[config.mk]
export PLATFORM = sky130hd
export DESIGN_NAME = nand_arb
export DESIGN_NICKNAME = d
export VERILOG_FILES = /design/src/rtl/nand_arb_pkg.sv /design/src/rtl/nand_arb_rr_pick.sv /design/src/rtl/nand_arb.sv
export SDC_FILE = /design/constraint.sdc
export NUM_CORES = 1
export LEC_CHECK = 0
export BUFFER_PORTS_ARGS = -buffer_cell sky130_fd_sc_hd__buf_2
export CORE_UTILIZATION = 40
export CTS_CLUSTER_SIZE = 10
export DETAILED_ROUTE_END_ITERATION = 12
export PLACE_DENSITY = 0.71
export REMOVE_ABC_BUFFERS = 1
export SLEW_MARGIN = 20
export SYNTH_ARGS = -nofsm -noshare
export SYNTH_HDL_FRONTEND = slang
export SYNTH_HIERARCHICAL = 1
export SYNTH_SLANG_ARGS = --single-unit
[constraint.sdc]
create_clock -name clk -period 5.75 [get_ports clk]
set_input_delay 0.2875 -clock clk [delete_from_list [all_inputs] [get_ports clk]]
set_output_delay 0.2875 -clock clk [all_outputs]
set_load 0.03 [all_outputs]
[src/rtl/nand_arb_pkg.sv]
// rtl/nand_arb_pkg.sv - shared state encodings and default sizes for nand_arb
package nand_arb_pkg;

    localparam int WIDTH_DEF = 8;
    localparam int N_REQ_DEF = 4;
    localparam int IDW       = $clog2(N_REQ_DEF);

    typedef enum logic [1:0] {
        IDLE = 2'b00,
        EXEC = 2'b01,
        DONE = 2'b10
    } state_t;

endpackage

[src/rtl/nand_arb_rr_pick.sv]
// rtl/nand_arb_rr_pick.sv - winner selection; NAND_ARB_FIXED_PRI_EN gives lowest-index priority
module rr_pick #(
    parameter int N_REQ = 4,
    parameter int IW    = 2
) (
    input  logic [N_REQ-1:0] req,
`ifndef NAND_ARB_FIXED_PRI_EN
    input  logic [IW-1:0]    ptr,
`endif
    output logic             found,
    output logic [IW-1:0]    idx
);

`ifdef NAND_ARB_FIXED_PRI_EN
    always_comb begin
        found = |req;
        idx   = '0;
        for (int k = N_REQ - 1; k >= 0; k--) begin
            if (req[k]) idx = IW'(k);
        end
    end
`else
    logic [IW-1:0] pos;

    // Walk offsets from the far end so the nearest set bit at/after ptr wins;
    // N_REQ is a power of two so the IW-bit add wraps for free.
    always_comb begin
        found = |req;
        idx   = '0;
        pos   = '0;
        for (int k = N_REQ - 1; k >= 0; k--) begin
            pos = ptr + IW'(k);
            if (req[pos]) idx = pos;
        end
    end
`endif

endmodule

[src/rtl/nand_arb.sv]
// rtl/nand_arb.sv - shared NAND datapath arbiter; NAND_ARB_FIXED_PRI_EN selects fixed priority
module nand_arb
    import nand_arb_pkg::*;
#(
    parameter int WIDTH = WIDTH_DEF,
    parameter int N_REQ = N_REQ_DEF,
    localparam int IW   = $clog2(N_REQ)
) (
    input  logic                   clk,
    input  logic                   rst,
    input  logic [N_REQ-1:0]       req,
    input  logic [N_REQ*WIDTH-1:0] a_in,
    input  logic [N_REQ*WIDTH-1:0] b_in,
    output logic [N_REQ-1:0]       gnt,
    output logic                   busy,
    output logic [WIDTH-1:0]       y_out,
    output logic                   valid,
    output logic [IW-1:0]          id_out
);

    state_t            state_q, state_d;
    logic [WIDTH-1:0]  op_a, op_b;
    logic [IW-1:0]     win_id;
    logic              pick_found;
    logic [IW-1:0]     pick_idx;

`ifndef NAND_ARB_FIXED_PRI_EN
    logic [IW-1:0]     ptr;
`endif

    rr_pick #(.N_REQ(N_REQ), .IW(IW)) u_pick (
        .req   (req),
`ifndef NAND_ARB_FIXED_PRI_EN
        .ptr   (ptr),
`endif
        .found (pick_found),
        .idx   (pick_idx)
    );

    always_ff @(posedge clk) begin
        if (rst) state_q <= IDLE;
        else     state_q <= state_d;
    end

    always_comb begin
        state_d = state_q;
        case (state_q)
            IDLE:    if (pick_found) state_d = EXEC;
            EXEC:    state_d = DONE;
            DONE:    state_d = IDLE;
            default: state_d = IDLE;
        endcase
    end

    always_comb begin
        busy = (state_q != IDLE);
    end

    // Operands are captured only on IDLE->EXEC so later input changes cannot leak in.
    always_ff @(posedge clk) begin
        if (rst) begin
            gnt    <= '0;
            valid  <= 1'b0;
            y_out  <= '0;
            id_out <= '0;
            op_a   <= '0;
            op_b   <= '0;
            win_id <= '0;
`ifndef NAND_ARB_FIXED_PRI_EN
            ptr    <= '0;
`endif
        end else begin
            case (state_q)
                IDLE: begin
                    if (pick_found) begin
                        op_a   <= a_in[int'(pick_idx)*WIDTH +: WIDTH];
                        op_b   <= b_in[int'(pick_idx)*WIDTH +: WIDTH];
                        gnt    <= N_REQ'(1) << pick_idx;
                        win_id <= pick_idx;
                    end
                end
                EXEC: begin
                    y_out  <= ~(op_a & op_b);
                    id_out <= win_id;
                    valid  <= 1'b1;
                end
                DONE: begin
                    gnt   <= '0;
                    valid <= 1'b0;
`ifndef NAND_ARB_FIXED_PRI_EN
                    ptr   <= win_id + IW'(1);
`endif
                end
                default: begin
                    gnt   <= '0;
                    valid <= 1'b0;
                end
            endcase
        end
    end

endmodule

==> impl_metrics.ini, run 1 <==
[cts]
tritoncts = built
ctsResizeCount = 0
cts_max_path_buffers = 2
cts_num_sinks = 37
cts_root_buffer = clkbuf_8
clk_pin_slew_ns = 0.07
clock_latency_ns = 0.28
cts_setup_buffers = 0
ctsHoldBuffers = 0
numCtsBuffers = 5
htreeDepth = 2

[route]
wl_met3_microns = 138
drcViolationCount = 0
num_vias = 1526
routedWlPerCell_microns = 14.3
highest-signal-layer = met4
dr.pass1.iters = 4
wl_met2_microns = 2090
wl_microns = 4070
viasPerCell = 5.35
met1_length_microns = 1750
drtIter0Drc = 44
ant_nets = 0

[timing]
fin_crit_ns = 2.25
setup_viol = 0
final.setup.tns_ns = 0
hold_viol = 0
post-route-period-util = 0.391
fin_skew_ns = 0.00615
slew_headroom = 0.302
holdWs_ns = 0.399
tightest_slew_ns = 1.05
clock.fmax_mhz = 445
finalMaxSlewViolations = 0
rsz0062_at_grt = false

[global_route]
grt_pass1_vias = 1463
overflow = 0
grtUsageTotal = 0.189
antenna_found_initial = 0
grt_max_degree = 22
grt_pass1_wl_microns = 6430

[floorplanning]
die_area_sq_um = 4680
fp.dieH_microns = 68.4
fp.dieW_microns = 68.4
core_area_sq_um = 4120
rows = 23
initial_utilization = 0.429
io_pins = 86

[synthesis]
ys_seq_area_frac = 0.420
synth_edf_count = 0
yosysMostFrequentCell = dfxtp_1
synth-seq-cells = 37
ys_types = 32
synth_cells = 154
synthArstFlopShare = 0
syn_area_sq_um = 1770
yosysTopAreaCell = dfxtp_1
yosys-top-cells-area = dfxtp_1 (42%), mux4_2 (20%), a22o_1 (7.9%), nor2_1 (4.0%), a311oi_1 (4.0%)
synth_top_area_share = 0.420
synthFlopType = dfxtp_1
avgSynthCellArea_sq_um = 11.5
yosysWarnings = 6
synth_common_cells = dfxtp_1 (37), nor2_1 (19), a22o_1 (16), mux4_2 (16), a21oi_1 (9)

[hold_path]
worstHoldPathType = primary input to register

[place]
dpl-instance-area_sq_um = 2180
gp_congestion = 0.743
hpwl_microns = 3050
io_buffers = 85

[flow_run]
drv_cap = 0

[finish]
drive_gt1_frac = 0.498
area_delta_synth_final_pct = 30.3
nNetsFinal = 304
fin_area_sq_um = 2300
n_antenna_cell = 0

[setup_path]
cp-end-kind = register
cp.arrival_ns = 2.42
crit_required_ns = 5.92
crit_type = register to register
start_kind = register
cp_max_fo = 21
rrSetupSlack_ns = 3.50

[power]
p_leak_nw = 1.01
peakVddDrop_uv = 108
power.density_nw_per_um2 = 300
finalPower_mw = 0.691

[run_status]
outcome = completed
[registers in the layout, summed over array words and instances (netlist names)]
name     count
op_a         8
op_b         8
y_out        8
gnt          4
id_out       2
ptr          2
state_q      2
win_id       2
valid        1
[per-layer routing]
metal,up-vias,track usage
met4,0,0.112
met2,37,0.338
li1,746,-
met5,-,0
met3,7,0.0317
met1,736,0.207
[per-stage QoR]
stage	setup slack [ns]	std cells	utilization
floorplan	2.94	140	-
global placement	3.58	277	0.531
detailed placement	3.52	277	0.531
CTS	3.53	285	0.559
global route	3.41	285	0.559
finish	3.50	285	0.559
[power breakdown]
part | switching (mW) | leakage, nW | internal, mW | total, mW
sequential | 0.0178 | 0.305 | 0.284 | 0.302
clock | 0.0883 | 0.0585 | 0.141 | 0.230
combinational | 0.0797 | 0.650 | 0.0800 | 0.160
[final cells by class]
class                           instances  area (sq um)
Inverter                                1          3.75
Multi-Input combinational cell        102           936
Tap cell                               50          62.6
Clock inverter                          1          30.0
Sequential cell                        37           741
Fill cell                             368          1820
Clock buffer                            7          86.3
Timing Repair Buffer                   87           440
[cell usage in the layout (no fill, tap or decap)]
cell	count
nor2_2	2
clkbuf_1	1
nor2b_1	1
bufinv_16	1
or3_1	1
o21ai_0	2
a311oi_1	8
a22o_1	16
nand2_1	8
nor2_1	18
a211oi_1	1
clkbuf_8	6
inv_1	1
a211oi_4	1
buf_4	2
nor3_4	1
mux4_2	16
mux2i_1	3
and2b_1	1
dfxtp_1	37
nand3b_1	2
or2_2	1
or2_0	1
nand3_1	1
nand2b_1	3
nor3b_2	1
buf_2	85
a21oi_1	9
nor3_1	1
xor2_1	1
nor3b_1	2
nand2b_4	1
[path summary, 6_finish.rpt]
check / end / cells after the start / start
min reg2reg: y_out[1] / 1 / op_a[1]
max: op_b[3] / 5 / ptr[0]
max reg2reg: op_b[3] / 5 / ptr[0]
min: id_out[0] / 2 / rst
[critical path: stages, from the launching register on]
cell and delay (ns):
dfxtp_1 0.39, nor3b_1 0.21, a211oi_1 0.08, nor2_2 0.80
mux4_2 0.42, a22o_1 0.23
[cell families after synthesis]
family / after synthesis / synth area share
XOR/XNOR: 1 / 0.00496
buffers and inverters: 15 / 0.0560
AND/OR/NAND/NOR: 45 / 0.137
flip-flops: 37 / 0.420
AO/OA/AOI/OAI: 37 / 0.162
multiplexers: 19 / 0.221
Note: power is estimated with default switching activity, not from simulation.
==> run 2, diff against run 1 <==
--- a/config.mk
+++ b/config.mk
@@ -9,7 +9,7 @@
 export CORE_UTILIZATION = 40
 export CTS_CLUSTER_SIZE = 10
 export DETAILED_ROUTE_END_ITERATION = 12
-export PLACE_DENSITY = 0.71
+export PLACE_DENSITY = 0.74
 export REMOVE_ABC_BUFFERS = 1
 export SLEW_MARGIN = 20
 export SYNTH_ARGS = -nofsm -noshare
==> constraint.sdc (replaced) <==
create_clock -name clk -period 1.8 [get_ports clk]
set_input_delay 0.09 -clock clk [delete_from_list [all_inputs] [get_ports clk]]
set_output_delay 0.09 -clock clk [all_outputs]
set_load 0.03 [all_outputs]
==> run 2 against run 1 <==
Compared with the run above: the flow now finishes with violations (setup timing); register-to-register slack lost 3.5 ns; clock power grew to 2.6 times the previous value; global-route usage grew 1.6 points; setup slack lost 3.5 ns; via count grew 0.59%; count of clock-buffer cells in the layout shrank 1; routed wire length grew 5.4%; first-iteration DRC count is the same; clock skew shrank 0.0011 ns; critical endpoint unchanged; largest power group unchanged.
==> impl_metrics.ini, run 2 (synthesis gave the netlist of run 1 again) <==
[run_status]
outcome = finished with violations
violations = setup timing

[hold_path]
whs_path_depth = 2
holdPathEnd = id_out[1]
min_from = rst
worstHoldPathType = primary input to register

[global_route]
antenna_found_initial = 0
grt_pass1_vias = 1555
grt_pass1_wl_microns = 6900
grtUsageTotal = 0.205
overflow = 0
grt_max_degree = 19

[route]
drcViolationCount = 0
routedWlPerCell_microns = 14.6
wl_microns = 4290
ant_nets = 0
drtIter0Drc = 44
viasPerCell = 5.24
num_vias = 1535
dr.pass1.iters = 4

[finish]
drive_gt1_frac = 0.535
area_delta_synth_final_pct = 37.0
n_antenna_cell = 0
final_common_cell = buf_2
fillCellCount = 356
layout_common_cells = buf_2 (85), dfxtp_1 (35), nor2_1 (18)
top_regs = op_a (8), op_b (8), y_out (8)
nNetsFinal = 313

[timing]
hold_viol = 0
fin_crit_ns = 1.82
slew_headroom = 0.558
clock.fmax_mhz = 550
finalMaxSlewViolations = 0
tightest_slew_ns = 0.662
fin_ws_ns = -0.0187
setup_viol = 4
final.setup.tns_ns = -0.0395
fin_skew_ns = 0.00510
post-route-period-util = 1.01
rsz0062_at_grt = true
holdWs_ns = 0.191

[cts]
clk_pin_slew_ns = 0.07
numCtsBuffers = 5
cts_num_sinks = 37
cts_root_buffer = clkbuf_8
htreeDepth = 2
clock_latency_ns = 0.29
cts_max_path_buffers = 2
tritoncts = built

[place]
io_buffers = 85
hpwl_microns = 3180
gp_congestion = 0.745

[setup_path]
reg2reg_to = op_b[3]
crit_type = register to register
crit_family = multiplexers
cp_max_fo = 6
start_kind = register
crit_required_ns = 1.99
critical_path_buf_inv_count = 2
slowest_stage = mux4_2
critical_path.cell_chain = mux2i_1, a211oi_4, buf_6, buf_12, mux4_2, a22o_1
rr_startpoint = ptr[1]
cp-end-kind = register
worst_r2r_path_depth = 6
cpPeakStageDelay_ns = 0.48
cp.arrival_ns = 2.01
rrSetupSlack_ns = -0.02

[floorplanning]
die_area_sq_um = 4680
initial_utilization = 0.429
io_pins = 86
fp.dieW_microns = 68.4
rows = 23
core_area_sq_um = 4120
fp.dieH_microns = 68.4

[power]
switching_share = 0.292
switchingPower_mw = 0.626
peakVddDrop_uv = 328
combPwrFrac = 0.270
p_leak_nw = 1.07
finalPower_mw = 2.14
pwr-share-seq = 0.450
clockPowerShare = 0.279
power.density_nw_per_um2 = 886
internal_power_mw = 1.52

[flow_run]
drv_cap = 0
run 2: cell count changes in the layout (fill, tap and decap cells not counted), sizes merged:
cell      previous run  this run
clkinvlp             0         1
clkbuf               7         6
bufinv               1         0
buf                 87        96
run 2: worst register-to-register path, cell delays in order (launching register included):
cell and delay (ns):
dfxtp_2 0.34, mux2i_1 0.15, a211oi_4 0.25, buf_6 0.15
buf_12 0.12, mux4_2 0.48, a22o_1 0.23
run 2: final cells by class:
type | count | area (sq um) | area share
multi-input combinational | 102 | 955 | 0.395
sequential | 37 | 743 | 0.307
timing repair buffer | 96 | 564 | 0.233
clock buffer | 6 | 82.6 | 0.0341
tap | 50 | 62.6 | 0.0259
clock inverter | 1 | 7.51 | 0.00310
inverter | 1 | 3.75 | 0.00155
run 2: per-layer routing:
| layer | GRT usage | wire length, microns |
|---|---|---|
| met1 | 0.217 | 1760 |
| met2 | 0.381 | 2230 |
| met3 | 0.0550 | 228 |
| met4 | 0.0755 | 80 |
| met5 | 0 | 0 |
run 2: how the worst max path moves through the flow:
stage	from	to	slack, ns	depth (start not counted)
5_1_grt	ptr[1]	op_a[2]	-0.08	6
6_report	ptr[1]	op_b[3]	-0.02	6
3_3_place_gp	ptr[1]	op_b[3]	-0.04	6
4_1_cts	ptr[1]	op_b[3]	-0.02	6
2_1_floorplan	ptr[1]	op_b[3]	-1.01	5
3_5_place_dp	ptr[1]	op_b[3]	-0.06	6
run 2: power groups by stage:
stage	Combinational [mW]	Sequential [mW]	Clock, mW
2_1_floorplan	0.287	1.03	0
3_3_place_gp	0.533	0.978	0
3_5_place_dp	0.543	0.981	0
4_1_cts	0.579	0.963	0.606
5_1_grt	0.627	0.979	0.638
6_report	0.580	0.965	0.599
run 2: stage by stage:
stage | setup slack [ns] | area [sq um] | std cells | utilization
finish | -0.0187 | 2420 | 293 | 0.588
global route | -0.0838 | 2420 | 293 | 0.588
floorplan | -1.01 | 1670 | 140 | -
CTS | -0.0160 | 2410 | 292 | 0.585
detailed placement | -0.0635 | 2250 | 282 | 0.546
global placement | -0.0420 | 2250 | 282 | 0.546
run 2: what timing repair did:
item | CTS | global route
pin swaps | 2 | 0
buffers inserted | 2 | 1
hold buffers | 0 | 0
resized for setup | 7 | 2
cloned | 1 | 0
setup endpoints to repair | 16 | 17
==> run 3, diff against run 2 <==
--- a/config.mk
+++ b/config.mk
@@ -5,11 +5,12 @@
 export SDC_FILE = /design/constraint.sdc
 export NUM_CORES = 1
 export LEC_CHECK = 0
+export ABC_AREA = 1
 export BUFFER_PORTS_ARGS = -buffer_cell sky130_fd_sc_hd__buf_2
 export CORE_UTILIZATION = 40
 export CTS_CLUSTER_SIZE = 10
 export DETAILED_ROUTE_END_ITERATION = 12
-export PLACE_DENSITY = 0.74
+export PLACE_DENSITY = 0.7
 export REMOVE_ABC_BUFFERS = 1
 export SLEW_MARGIN = 20
 export SYNTH_ARGS = -nofsm -noshare
==> run 3 against run 2 <==
Compared with the run above: the run now ends clean; clock power is 2% lower; register-to-register slack improved by 0.03 ns; critical path type unchanged; worst hold slack worse by 0.080 ns; fmax increased by 1.5%; sequential share of layout area decreased by 5.6 points; setup slack better by 0.027 ns; die area up 23%; routed wire length increased by 45%; combinational power increased by 91%; global-route usage down 0.078 points; first-iteration DRC count up 98%.
==> impl_metrics.ini, run 3 <==
[route]
viasPerCell = 4.95
ant_nets = 0
num_vias = 2552
routedWlPerCell_microns = 12.0
drcViolationCount = 0
drtIter0Drc = 87
wl_microns = 6210
dr.pass1.iters = 4

[setup_path]
cp-end-kind = register
critical_path.cell_chain = inv_8, nand2_2, nand3_2, nand2_1, nand2_2, nand2_1, nand2_1, nand2_2, clkinv_4, buf_12, nor2_4, nand2_1, nand2_1, nor2_2, nor2_1
slowest_stage = dfxtp_4
crit_type = register to register
cp.arrival_ns = 2.02
cp_max_fo = 8
crit_top_cell = nand2_1
start_kind = register
rrSetupSlack_ns = 0.009
crit_required_ns = 2.03
cpPeakStageDelay_ns = 0.42

[cts]
cts_root_buffer = clkbuf_8
cts_num_sinks = 37
htreeDepth = 2
clock_latency_ns = 0.28
cts_max_path_buffers = 2
tritoncts = built
numCtsBuffers = 5
clk_pin_slew_ns = 0.07

[global_route]
grt_pass1_wl_microns = 9540
grt_max_degree = 23
grt_pass1_vias = 2172
antenna_found_initial = 0
grtUsageTotal = 0.204
overflow = 0

[power]
finalPower_mw = 2.68
p_leak_nw = 1.53
peakVddDrop_uv = 388
clockPowerShare = 0.219
pwr-share-seq = 0.366
combPwrFrac = 0.415
internal_power_mw = 1.66
switchingPower_mw = 1.01
switching_share = 0.378
power.density_nw_per_um2 = 898

[floorplanning]
io_pins = 86
die_area_sq_um = 5760
fp.dieH_microns = 75.9
initial_utilization = 0.422
core_area_sq_um = 5170
rows = 26
fp.dieW_microns = 75.9

[synthesis]
synth_top_family_by_area = simple AND/OR/NAND/NOR gates
synth_common_cells = nand2_1 (109), nand3_1 (68), nor2_1 (45)
synthSimpleGateAreaFrac = 0.471
syn_area_sq_um = 2180
synthArstFlopShare = 0
synth_edf_count = 0
avgSynthCellArea_sq_um = 6.21
synth_top_area_share = 0.339
ys_types = 22
ys_seq_area_frac = 0.339
yosysWarnings = 6
synth-seq-cells = 37
yosysMostFrequentCell = nand2_1
yosysTopAreaCell = dfxtp_1
synth_cells = 352
synth_compound_area_frac = 0.0790
yosys-top-cells-area = dfxtp_1 (34%), nand2_1 (19%), nand3_1 (16%), nor2_1 (7.7%), inv_1 (4.6%)
synth_xor_area_frac = 0
synthFlopType = dfxtp_1
synth_adder_area_share = 0
yosys-mux-area-fraction = 0

[finish]
area_delta_synth_final_pct = 36.4
final_common_cell = nand2_1
nNetsFinal = 516
layout_common_cells = nand2_1 (95), buf_2 (85), nand3_1 (62)
fin_area_sq_um = 2980
stdcell_count = 516
top_regs = op_a (8), op_b (8), y_out (8)
drive_gt1_frac = 0.334
final_util = 0.576
n_antenna_cell = 0

[flow_run]
drv_cap = 0

[place]
placed_cells = 500
hpwl_microns = 4240
dpl-instance-area_sq_um = 2690
place_ws_ns = -0.0953
gp_congestion = 0.805
io_buffers = 85

[hold_path]
worstHoldPathType = primary input to register

[timing]
fin_ws_ns = 0.00868
setup_viol = 0
clock.fmax_mhz = 558
rsz0062_at_grt = true
fin_skew_ns = 0.00329
hold_viol = 0
holdWs_ns = 0.111
tightest_slew_ns = 0.671
post-route-period-util = 0.995
fin_crit_ns = 1.79
slew_headroom = 0.552
final.setup.tns_ns = 0
finalMaxSlewViolations = 0

[run_status]
outcome = completed
run 3: final timing paths:
kind                                from        to  cells past startpoint
worst min-delay path             a_in[0]   op_a[0]                      5
worst min register to register  y_out[0]  y_out[0]                      2
worst max-delay path              ptr[0]   op_b[3]                     15
worst max register to register    ptr[0]   op_b[3]                     15
run 3: logic make-up (layout without fill, tap and decap cells):
family                 count (synthesis)  after routing
buffers and inverters                 50            143
flip-flops                            37             37
AO/OA/AOI/OAI                         34             34
AND/OR/NAND/NOR                      231            232
run 3: critical path, delay by kind of cell, from the launching register on:
family / cells / cell delay, ns
AND/OR/NAND/NOR: 12 / 1.02
flip-flops: 1 / 0.42
buffers and inverters: 3 / 0.29
run 3: repair_timing:
action / in CTS / in global routing
hold buffers: 0 / 0
resized for setup: 5 / 40
endpoints found under the setup margin: 20 / 21
buffers inserted: 0 / 7
cloned: 1 / 1
pin swaps: 2 / 10
run 3: cell type report:
class                      instances  area, sq um
tap                               70         87.6
inverter                          33          148
clock buffer                       7         86.3
timing repair inverter             1         7.51
timing repair buffer             102          611
multi-input combinational        266         1290
fill                             507         2190
sequential                        37          748
run 3: power groups by stage:
stage | Combinational (mW) | Sequential [mW] | Clock [mW]
2_1_floorplan | 0.558 | 1.06 | 0
3_3_place_gp | 0.958 | 0.992 | 0
3_5_place_dp | 0.966 | 0.995 | 0
4_1_cts | 0.994 | 0.977 | 0.596
5_1_grt | 1.23 | 0.992 | 0.632
6_report | 1.11 | 0.979 | 0.586
run 3: metal layers:
metal | vias to the layer above | track usage | routed length (microns)
met5 | - | 0 | 0
met4 | 0 | 0.0596 | 64
met3 | 6 | 0.0386 | 375
met2 | 87 | 0.368 | 3270
met1 | 1145 | 0.244 | 2500
li1 | 1314 | - | -
